**src/rtl/nvp_command_scheduler_if.sv**
```systemverilog
`default_nettype none
// ============================================================================
// Module      : nvp_command_scheduler_if
// Description : Command-push and datapath handshake bundle of the scheduler.
// Revision    : 1.0 - initial release
// ============================================================================
interface nvp_command_scheduler_if #(
  parameter int ROWS_BIT_WIDTH     = 10,
  parameter int CHANNELS_BIT_WIDTH = 10,
  parameter int CMD_FIFO_DEPTH     = 4
);
  localparam int c_COUNT_WIDTH = $clog2(CMD_FIFO_DEPTH) + 1;

  logic [ROWS_BIT_WIDTH+CHANNELS_BIT_WIDTH-1:0] i_cmd_data;
  logic                                         i_cmd_valid;
  logic                                         o_cmd_ready;
  logic [c_COUNT_WIDTH-1:0]                     o_fifo_count;
  logic                                         o_layer_start;
  logic [ROWS_BIT_WIDTH-1:0]                    o_layer_rows;
  logic [CHANNELS_BIT_WIDTH-1:0]                o_layer_channels;
  logic                                         o_row_start;
  logic [ROWS_BIT_WIDTH-1:0]                    o_row_index;
  logic                                         i_row_done;
  logic                                         o_output_line_stored;
  logic                                         o_next_command_interrupt;
  logic                                         o_busy;

  // Master is the control/datapath side, slave is the scheduler.
  modport master (
    output i_cmd_data, i_cmd_valid, i_row_done,
    input  o_cmd_ready, o_fifo_count, o_layer_start, o_layer_rows,
           o_layer_channels, o_row_start, o_row_index,
           o_output_line_stored, o_next_command_interrupt, o_busy
  );

  modport slave (
    input  i_cmd_data, i_cmd_valid, i_row_done,
    output o_cmd_ready, o_fifo_count, o_layer_start, o_layer_rows,
           o_layer_channels, o_row_start, o_row_index,
           o_output_line_stored, o_next_command_interrupt, o_busy
  );
endinterface
`default_nettype wire

```
**src/rtl/nvp_command_scheduler.sv**
```systemverilog
`default_nettype none
// ============================================================================
// Module      : nvp_command_scheduler
// Description : Queues layer commands and issues datapath rows one at a time.
// Revision    : 1.0 - initial release
// ============================================================================
module nvp_command_scheduler #(
  parameter int ROWS_BIT_WIDTH     = 10,
  parameter int CHANNELS_BIT_WIDTH = 10,
  parameter int CMD_FIFO_DEPTH     = 4
) (
  input  logic                   clk,
  input  logic                   resetn,
  nvp_command_scheduler_if.slave bus
);
  localparam int c_PTR_WIDTH   = $clog2(CMD_FIFO_DEPTH);
  localparam int c_COUNT_WIDTH = c_PTR_WIDTH + 1;
  localparam int c_CMD_WIDTH   = ROWS_BIT_WIDTH + CHANNELS_BIT_WIDTH;

  localparam logic [c_COUNT_WIDTH-1:0]  c_FULL_COUNT = c_COUNT_WIDTH'(CMD_FIFO_DEPTH);
  localparam logic [c_COUNT_WIDTH-1:0]  c_COUNT_ONE  = c_COUNT_WIDTH'(1);
  localparam logic [c_PTR_WIDTH-1:0]    c_PTR_ONE    = c_PTR_WIDTH'(1);
  localparam logic [ROWS_BIT_WIDTH-1:0] c_ROW_ONE    = ROWS_BIT_WIDTH'(1);

  typedef enum logic [2:0] {
    S_IDLE      = 3'd0,
    S_LOAD      = 3'd1,
    S_ISSUE_ROW = 3'd2,
    S_WAIT_ROW  = 3'd3,
    S_DONE      = 3'd4
  } state_t;

  state_t                        r_state;
  state_t                        w_state_next;
  logic [c_CMD_WIDTH-1:0]        r_fifo_mem [CMD_FIFO_DEPTH];
  logic [c_PTR_WIDTH-1:0]        r_wr_ptr;
  logic [c_PTR_WIDTH-1:0]        r_rd_ptr;
  logic [c_COUNT_WIDTH-1:0]      r_count;
  logic [ROWS_BIT_WIDTH-1:0]     r_layer_rows;
  logic [CHANNELS_BIT_WIDTH-1:0] r_layer_channels;
  logic [ROWS_BIT_WIDTH-1:0]     r_row_cnt;
  logic                          r_line_stored;

  logic                          w_full;
  logic                          w_push;
  logic                          w_pop;
  logic                          w_row_accept;
  logic                          w_last_row;
  logic [c_CMD_WIDTH-1:0]        w_head;
  logic                          w_layer_start;
  logic                          w_row_start;
  logic                          w_interrupt;
  logic                          w_busy;

  assign w_full       = (r_count == c_FULL_COUNT);
  assign w_push       = bus.i_cmd_valid && !w_full;
  assign w_pop        = (r_state == S_IDLE) && (r_count != '0);
  assign w_row_accept = (r_state == S_WAIT_ROW) && bus.i_row_done;
  assign w_last_row   = (r_row_cnt == (r_layer_rows - c_ROW_ONE));
  assign w_head       = r_fifo_mem[r_rd_ptr];

  // Storage needs no reset: entries are only read once counted as valid.
  always_ff @(posedge clk) begin
    if (w_push) begin
      r_fifo_mem[r_wr_ptr] <= bus.i_cmd_data;
    end
  end

  always_ff @(posedge clk) begin
    if (!resetn) begin
      r_wr_ptr <= '0;
      r_rd_ptr <= '0;
      r_count  <= '0;
    end else begin
      if (w_push) r_wr_ptr <= r_wr_ptr + c_PTR_ONE;
      if (w_pop)  r_rd_ptr <= r_rd_ptr + c_PTR_ONE;
      case ({w_push, w_pop})
        2'b10:   r_count <= r_count + c_COUNT_ONE;
        2'b01:   r_count <= r_count - c_COUNT_ONE;
        default: r_count <= r_count;
      endcase
    end
  end

  always_ff @(posedge clk) begin
    if (!resetn) begin
      r_state <= S_IDLE;
    end else begin
      r_state <= w_state_next;
    end
  end

  always_comb begin
    w_state_next  = r_state;
    w_layer_start = 1'b0;
    w_row_start   = 1'b0;
    w_interrupt   = 1'b0;
    w_busy        = 1'b1;
    case (r_state)
      S_IDLE: begin
        w_busy = 1'b0;
        if (r_count != '0) w_state_next = S_LOAD;
      end
      S_LOAD: begin
        w_layer_start = 1'b1;
        w_state_next  = (r_layer_rows == '0) ? S_DONE : S_ISSUE_ROW;
      end
      S_ISSUE_ROW: begin
        w_row_start  = 1'b1;
        w_state_next = S_WAIT_ROW;
      end
      S_WAIT_ROW: begin
        if (bus.i_row_done) w_state_next = w_last_row ? S_DONE : S_ISSUE_ROW;
      end
      S_DONE: begin
        w_interrupt  = 1'b1;
        w_state_next = S_IDLE;
      end
      default: begin
        w_busy       = 1'b0;
        w_state_next = S_IDLE;
      end
    endcase
  end

  always_ff @(posedge clk) begin
    if (!resetn) begin
      r_layer_rows     <= '0;
      r_layer_channels <= '0;
      r_row_cnt        <= '0;
      r_line_stored    <= 1'b0;
    end else begin
      r_line_stored <= w_row_accept;
      if (w_pop) begin
        r_layer_rows     <= w_head[ROWS_BIT_WIDTH-1:0];
        r_layer_channels <= w_head[c_CMD_WIDTH-1:ROWS_BIT_WIDTH];
        r_row_cnt        <= '0;
      end else if (w_row_accept && !w_last_row) begin
        r_row_cnt <= r_row_cnt + c_ROW_ONE;
      end
    end
  end

  assign bus.o_cmd_ready              = !w_full;
  assign bus.o_fifo_count             = r_count;
  assign bus.o_layer_start            = w_layer_start;
  assign bus.o_layer_rows             = r_layer_rows;
  assign bus.o_layer_channels         = r_layer_channels;
  assign bus.o_row_start              = w_row_start;
  assign bus.o_row_index              = r_row_cnt;
  assign bus.o_output_line_stored     = r_line_stored;
  assign bus.o_next_command_interrupt = w_interrupt;
  assign bus.o_busy                   = w_busy;
endmodule
`default_nettype wire

```
**src/flat_wrapper.sv**
```systemverilog
// flat-port wrapper written by rule: the top's interface ports become plain ports
module nvp_command_scheduler_flat 
#(
  parameter int ROWS_BIT_WIDTH     = 10,
  parameter int CHANNELS_BIT_WIDTH = 10,
  parameter int CMD_FIFO_DEPTH     = 4
)
  (clk, resetn, bus_i_cmd_data, bus_i_cmd_valid, bus_i_row_done, bus_o_cmd_ready, bus_o_fifo_count, bus_o_layer_start, bus_o_layer_rows, bus_o_layer_channels, bus_o_row_start, bus_o_row_index, bus_o_output_line_stored, bus_o_next_command_interrupt, bus_o_busy);
  nvp_command_scheduler_if #(.ROWS_BIT_WIDTH(ROWS_BIT_WIDTH), .CHANNELS_BIT_WIDTH(CHANNELS_BIT_WIDTH), .CMD_FIFO_DEPTH(CMD_FIFO_DEPTH)) bus_i ();
  input  logic clk;
  input  logic resetn;
  input wire logic [$bits(bus_i.i_cmd_data)-1:0] bus_i_cmd_data;
  input wire logic [$bits(bus_i.i_cmd_valid)-1:0] bus_i_cmd_valid;
  input wire logic [$bits(bus_i.i_row_done)-1:0] bus_i_row_done;
  output wire logic [$bits(bus_i.o_cmd_ready)-1:0] bus_o_cmd_ready;
  output wire logic [$bits(bus_i.o_fifo_count)-1:0] bus_o_fifo_count;
  output wire logic [$bits(bus_i.o_layer_start)-1:0] bus_o_layer_start;
  output wire logic [$bits(bus_i.o_layer_rows)-1:0] bus_o_layer_rows;
  output wire logic [$bits(bus_i.o_layer_channels)-1:0] bus_o_layer_channels;
  output wire logic [$bits(bus_i.o_row_start)-1:0] bus_o_row_start;
  output wire logic [$bits(bus_i.o_row_index)-1:0] bus_o_row_index;
  output wire logic [$bits(bus_i.o_output_line_stored)-1:0] bus_o_output_line_stored;
  output wire logic [$bits(bus_i.o_next_command_interrupt)-1:0] bus_o_next_command_interrupt;
  output wire logic [$bits(bus_i.o_busy)-1:0] bus_o_busy;
  assign bus_i.i_cmd_data = bus_i_cmd_data;
  assign bus_i.i_cmd_valid = bus_i_cmd_valid;
  assign bus_i.i_row_done = bus_i_row_done;
  assign bus_o_cmd_ready = bus_i.o_cmd_ready;
  assign bus_o_fifo_count = bus_i.o_fifo_count;
  assign bus_o_layer_start = bus_i.o_layer_start;
  assign bus_o_layer_rows = bus_i.o_layer_rows;
  assign bus_o_layer_channels = bus_i.o_layer_channels;
  assign bus_o_row_start = bus_i.o_row_start;
  assign bus_o_row_index = bus_i.o_row_index;
  assign bus_o_output_line_stored = bus_i.o_output_line_stored;
  assign bus_o_next_command_interrupt = bus_i.o_next_command_interrupt;
  assign bus_o_busy = bus_i.o_busy;
  nvp_command_scheduler #(.ROWS_BIT_WIDTH(ROWS_BIT_WIDTH), .CHANNELS_BIT_WIDTH(CHANNELS_BIT_WIDTH), .CMD_FIFO_DEPTH(CMD_FIFO_DEPTH)) u_core (.clk(clk), .resetn(resetn), .bus(bus_i));
endmodule
```
**config.mk**
```make
export PLATFORM = sky130hd
export DESIGN_NAME = nvp_command_scheduler_flat
export DESIGN_NICKNAME = d
export VERILOG_FILES = /design/src/rtl/nvp_command_scheduler_if.sv /design/src/rtl/nvp_command_scheduler.sv /design/src/flat_wrapper.sv
export SDC_FILE = /design/constraint.sdc
export NUM_CORES = 1
export LEC_CHECK = 0
export CORE_MARGIN = 2
export CORE_UTILIZATION = 57
export CTS_BUF_LIST = sky130_fd_sc_hd__clkbuf_4 sky130_fd_sc_hd__clkbuf_8 sky130_fd_sc_hd__clkbuf_16
export CTS_CLUSTER_DIAMETER = 150
export DETAILED_ROUTE_END_ITERATION = 8
export DONT_BUFFER_PORTS = 1
export GPL_TIMING_DRIVEN = 1
export PLACE_DENSITY = 0.75
export SYNTH_ARGS = -nofsm -noshare
export SYNTH_HDL_FRONTEND = slang
export SYNTH_SLANG_ARGS = --single-unit
```
**constraint.sdc**
```tcl
create_clock -name clk -period 2.81 [get_ports clk]
set_input_delay 0.562 -clock clk [delete_from_list [all_inputs] [get_ports clk]]
set_output_delay 0.562 -clock clk [all_outputs]
set_load 0.02 [all_outputs]
```
==> run metrics, run 1 <==
status finished clean; CP max stage delay 0.53 ns; post-cts sizing count 0; TritonCTS Buffers 17; vias in the first global route 3080; Compound-Gate Fraction of Synth Area 0.06780; DRC viols 0; DP HPWL 6124 um; crit path DAT 2.91 ns; Synth warnings 0; leakage 2.007 nW; area of the die 9708 um2; DP Cell Count 479; register area share after synthesis 0.6328; maximum root-to-sink buffer count 2; largest family of logic cells by synthesized area simple AND/OR/NAND/NOR gates; achievable frequency 405.1 MHz; Hold Vio Cnt, Final 0; post-CTS setup buffer count 0; maximum vdd ir drop 632.2 uV; Detail Route Antenna Nets 0; Ant. Diodes 0; first-pass iteration count of the detailed router 6; clk root buf clkbuf_8; Finished Layout Cells 511; Synth Net Count 407; Max-slew headroom 0.5896; CP Launch Type flop; mapped cell area 5094 um2; Fin Hold WS 0.1396 ns; GRT Resource Usage Total 0.2167; Hold Buf Count CTS 0; Die Span X 98.53 um; NumNets Final 422; DR vias/cell 5.892; initial core utilization 0.5869; CP required 3.25 ns; Max-Cap Viols 0; Seq cells post-synth 121; Filler Cells Inserted 599; cell row count 34; Synth Instances 375; Pwr Total 6.745 mW; Synth Area in Simple Gates 0.1209; CTS clock-pin slew for the worst setup and hold paths 0.06 ns; GP Congestion 0.8952; layout cells sized above 1 0.1737; Die Span Y 98.53 um; XOR/XNOR Fraction of Synth Area 0.03611; Tmin final 2.469 ns; Pwr per Cell Area 1151 nW/um2; Total Wirelength 9598 um; crit-path cells nor3_1 -> or4_1 -> inv_1 -> ha_1 -> inv_1 -> fa_1 -> xor2_1 -> or3_1 -> a21boi_0; Worst Path Max Fanout 5; CTS Sinks 121; vias 3011; Area contributors post-synth edfxtp_1 47%, dfxtp_1 16%, mux4_2 8.8%, nand2_1 4.4%, a21boi_0 3.2%; commonest cells in the netlist 80 x edfxtp_1, 60 x nand2_1, 41 x dfxtp_1, 22 x a21boi_0, 20 x mux4_2; H-tree depth 4; ys flop type edfxtp_1; Clock Skews 0.005162 ns; CTS tree done; top-area cell type share of the netlist area 0.4716; IO buf count 0; Post-synth EDFFs 80; Boundary Pins 63; type of the worst setup path reg -> reg; clock latency on the worst-skew pair 0.51 ns; reg-to-reg setup timing slack 0.34 ns; DR iter-0 viols 195; Final Slew Violations 0; RSZ-0062 raised after global routing false; Synth-to-Final Area Change 15.08%; initial antenna violation count 0; drt wl/cell 18.78 um; count leader, synth edfxtp_1; slowest cell on the critical path dfxtp_1; largest net degree at the start of global routing 34; # setup viols final 0; Adder-Cell Fraction of Synth Area 0.02113; Mean Syn Cell Area 13.58 um2; Core Area 8678 um2; period utilisation layout 0.8786; asr flop ratio synth 0; setup TNS 0 ns; leading area contributor after synthesis edfxtp_1; total grt overflow 0; critical path endpoint category flop; first-pass GRT wire length 15880 um; Hold WC Path Type in -> reg; slew at the pin closest to its max-slew limit 0.6110 ns; mux contribution to synthesized area 0.09629; Worst path most repeated cell inv_1; Cell variety after synth 42
-- cell usage in the layout (no fill, tap or decap), types with 5 or more instances in the layout --
master and instances:
edfxtp_1 80, ha_1 7, clkbuf_16 16, a21oi_1 8, dfxtp_1 41, nand4_1 5
a21boi_0 22, nand2_1 60, mux4_2 20, buf_4 15, and3_1 7, and2_1 10
xnor2_1 17, or3_1 6, nor2_1 9, inv_1 11, inv_6 6
-- stage by stage --
| step | setup WS [ns] | utilization | cell area, um2 |
|---|---|---|---|
| 2_1_floorplan | 0.04758 | - | 5094 |
| 3_3_place_gp | 0.4410 | 0.6055 | 5255 |
| 3_5_place_dp | 0.3470 | 0.6055 | 5255 |
| 4_1_cts | 0.3348 | 0.6755 | 5862 |
| 5_1_grt | 0.1300 | 0.6755 | 5862 |
| 6_report | 0.3412 | 0.6755 | 5862 |
-- power by group --
part           internal [mW]  switching (mW)  leakage, nW
registers               2.22           0.435         1.07
clock network           1.38           0.808        0.301
logic                  0.845            1.05        0.638
total                   4.45            2.29         2.01
-- path summary, 6_finish.rpt --
kind | startpoint | endpoint | cells past startpoint
worst min register to register | u_core.r_wr_ptr[1] | u_core.r_wr_ptr[1] | 2
worst max register to register | u_core.bus.o_fifo_count[0] | u_core.bus.o_fifo_count[2] | 9
worst max-delay path | u_core.bus.o_fifo_count[0] | u_core.bus.o_fifo_count[2] | 9
worst min-delay path | bus_i_cmd_data[14] | u_core.r_fifo_mem[2][14] | 0
-- metal layers --
layer / part of all wire / GRT usage / vias to the layer above
met3: 0.080 / 0.09362 / 18
met1: 0.39 / 0.2463 / 1482
met4: 0.019 / 0.08430 / 0
met5: 0 / 0 / -
li1: - / - / 1413
met2: 0.51 / 0.3637 / 98
-- critical path: cells and delay by family (launching register included) --
family / cells / cell delay (ns)
AO/OA/AOI/OAI: 1 / 0.16
buffers and inverters: 2 / 0.16
XOR/XNOR: 1 / 0.16
flip-flops: 1 / 0.53
AND/OR/NAND/NOR: 3 / 0.83
adder cells (fa/ha/maj): 2 / 0.57
-- layout make-up --
class	count	area [um2]	area share
Clock inverter	14	185.2	0.03159
Clock buffer	18	421.7	0.07193
Timing Repair Buffer	15	112.6	0.01921
Multi-Input combinational cell	224	1743	0.2973
Sequential cell	121	3223	0.5498
Inverter	11	41.29	0.007044
Tap cell	108	135.1	0.02305
-- state kept, by name (all words and copies together) (netlist names), 2 cells and up --
signal	cells
u_core.r_fifo_mem	80
u_core.bus.o_layer_channels	10
u_core.bus.o_layer_rows	10
u_core.bus.o_row_index	10
u_core.bus.o_fifo_count	3
u_core.r_state	3
u_core.r_rd_ptr	2
u_core.r_wr_ptr	2
-- logic make-up (layout without fill, tap and decap cells) --
| family | after synthesis | count (layout) |
|---|---|---|
| compound gates | 49 | 49 |
| xor+xnor | 21 | 21 |
| fa+ha+maj | 8 | 8 |
| buf+inv | 30 | 58 |
| flops | 121 | 121 |
| mux | 24 | 24 |
| simple gates | 122 | 122 |
No activity file was read; power rests on OpenSTA's default activity.
==> run 2: changes to the inputs <==
Settings changed: GPL_TIMING_DRIVEN 1 to unset.
==> results of run 2 <==
Final layout, timing and power as in run 1 (identical DEF).
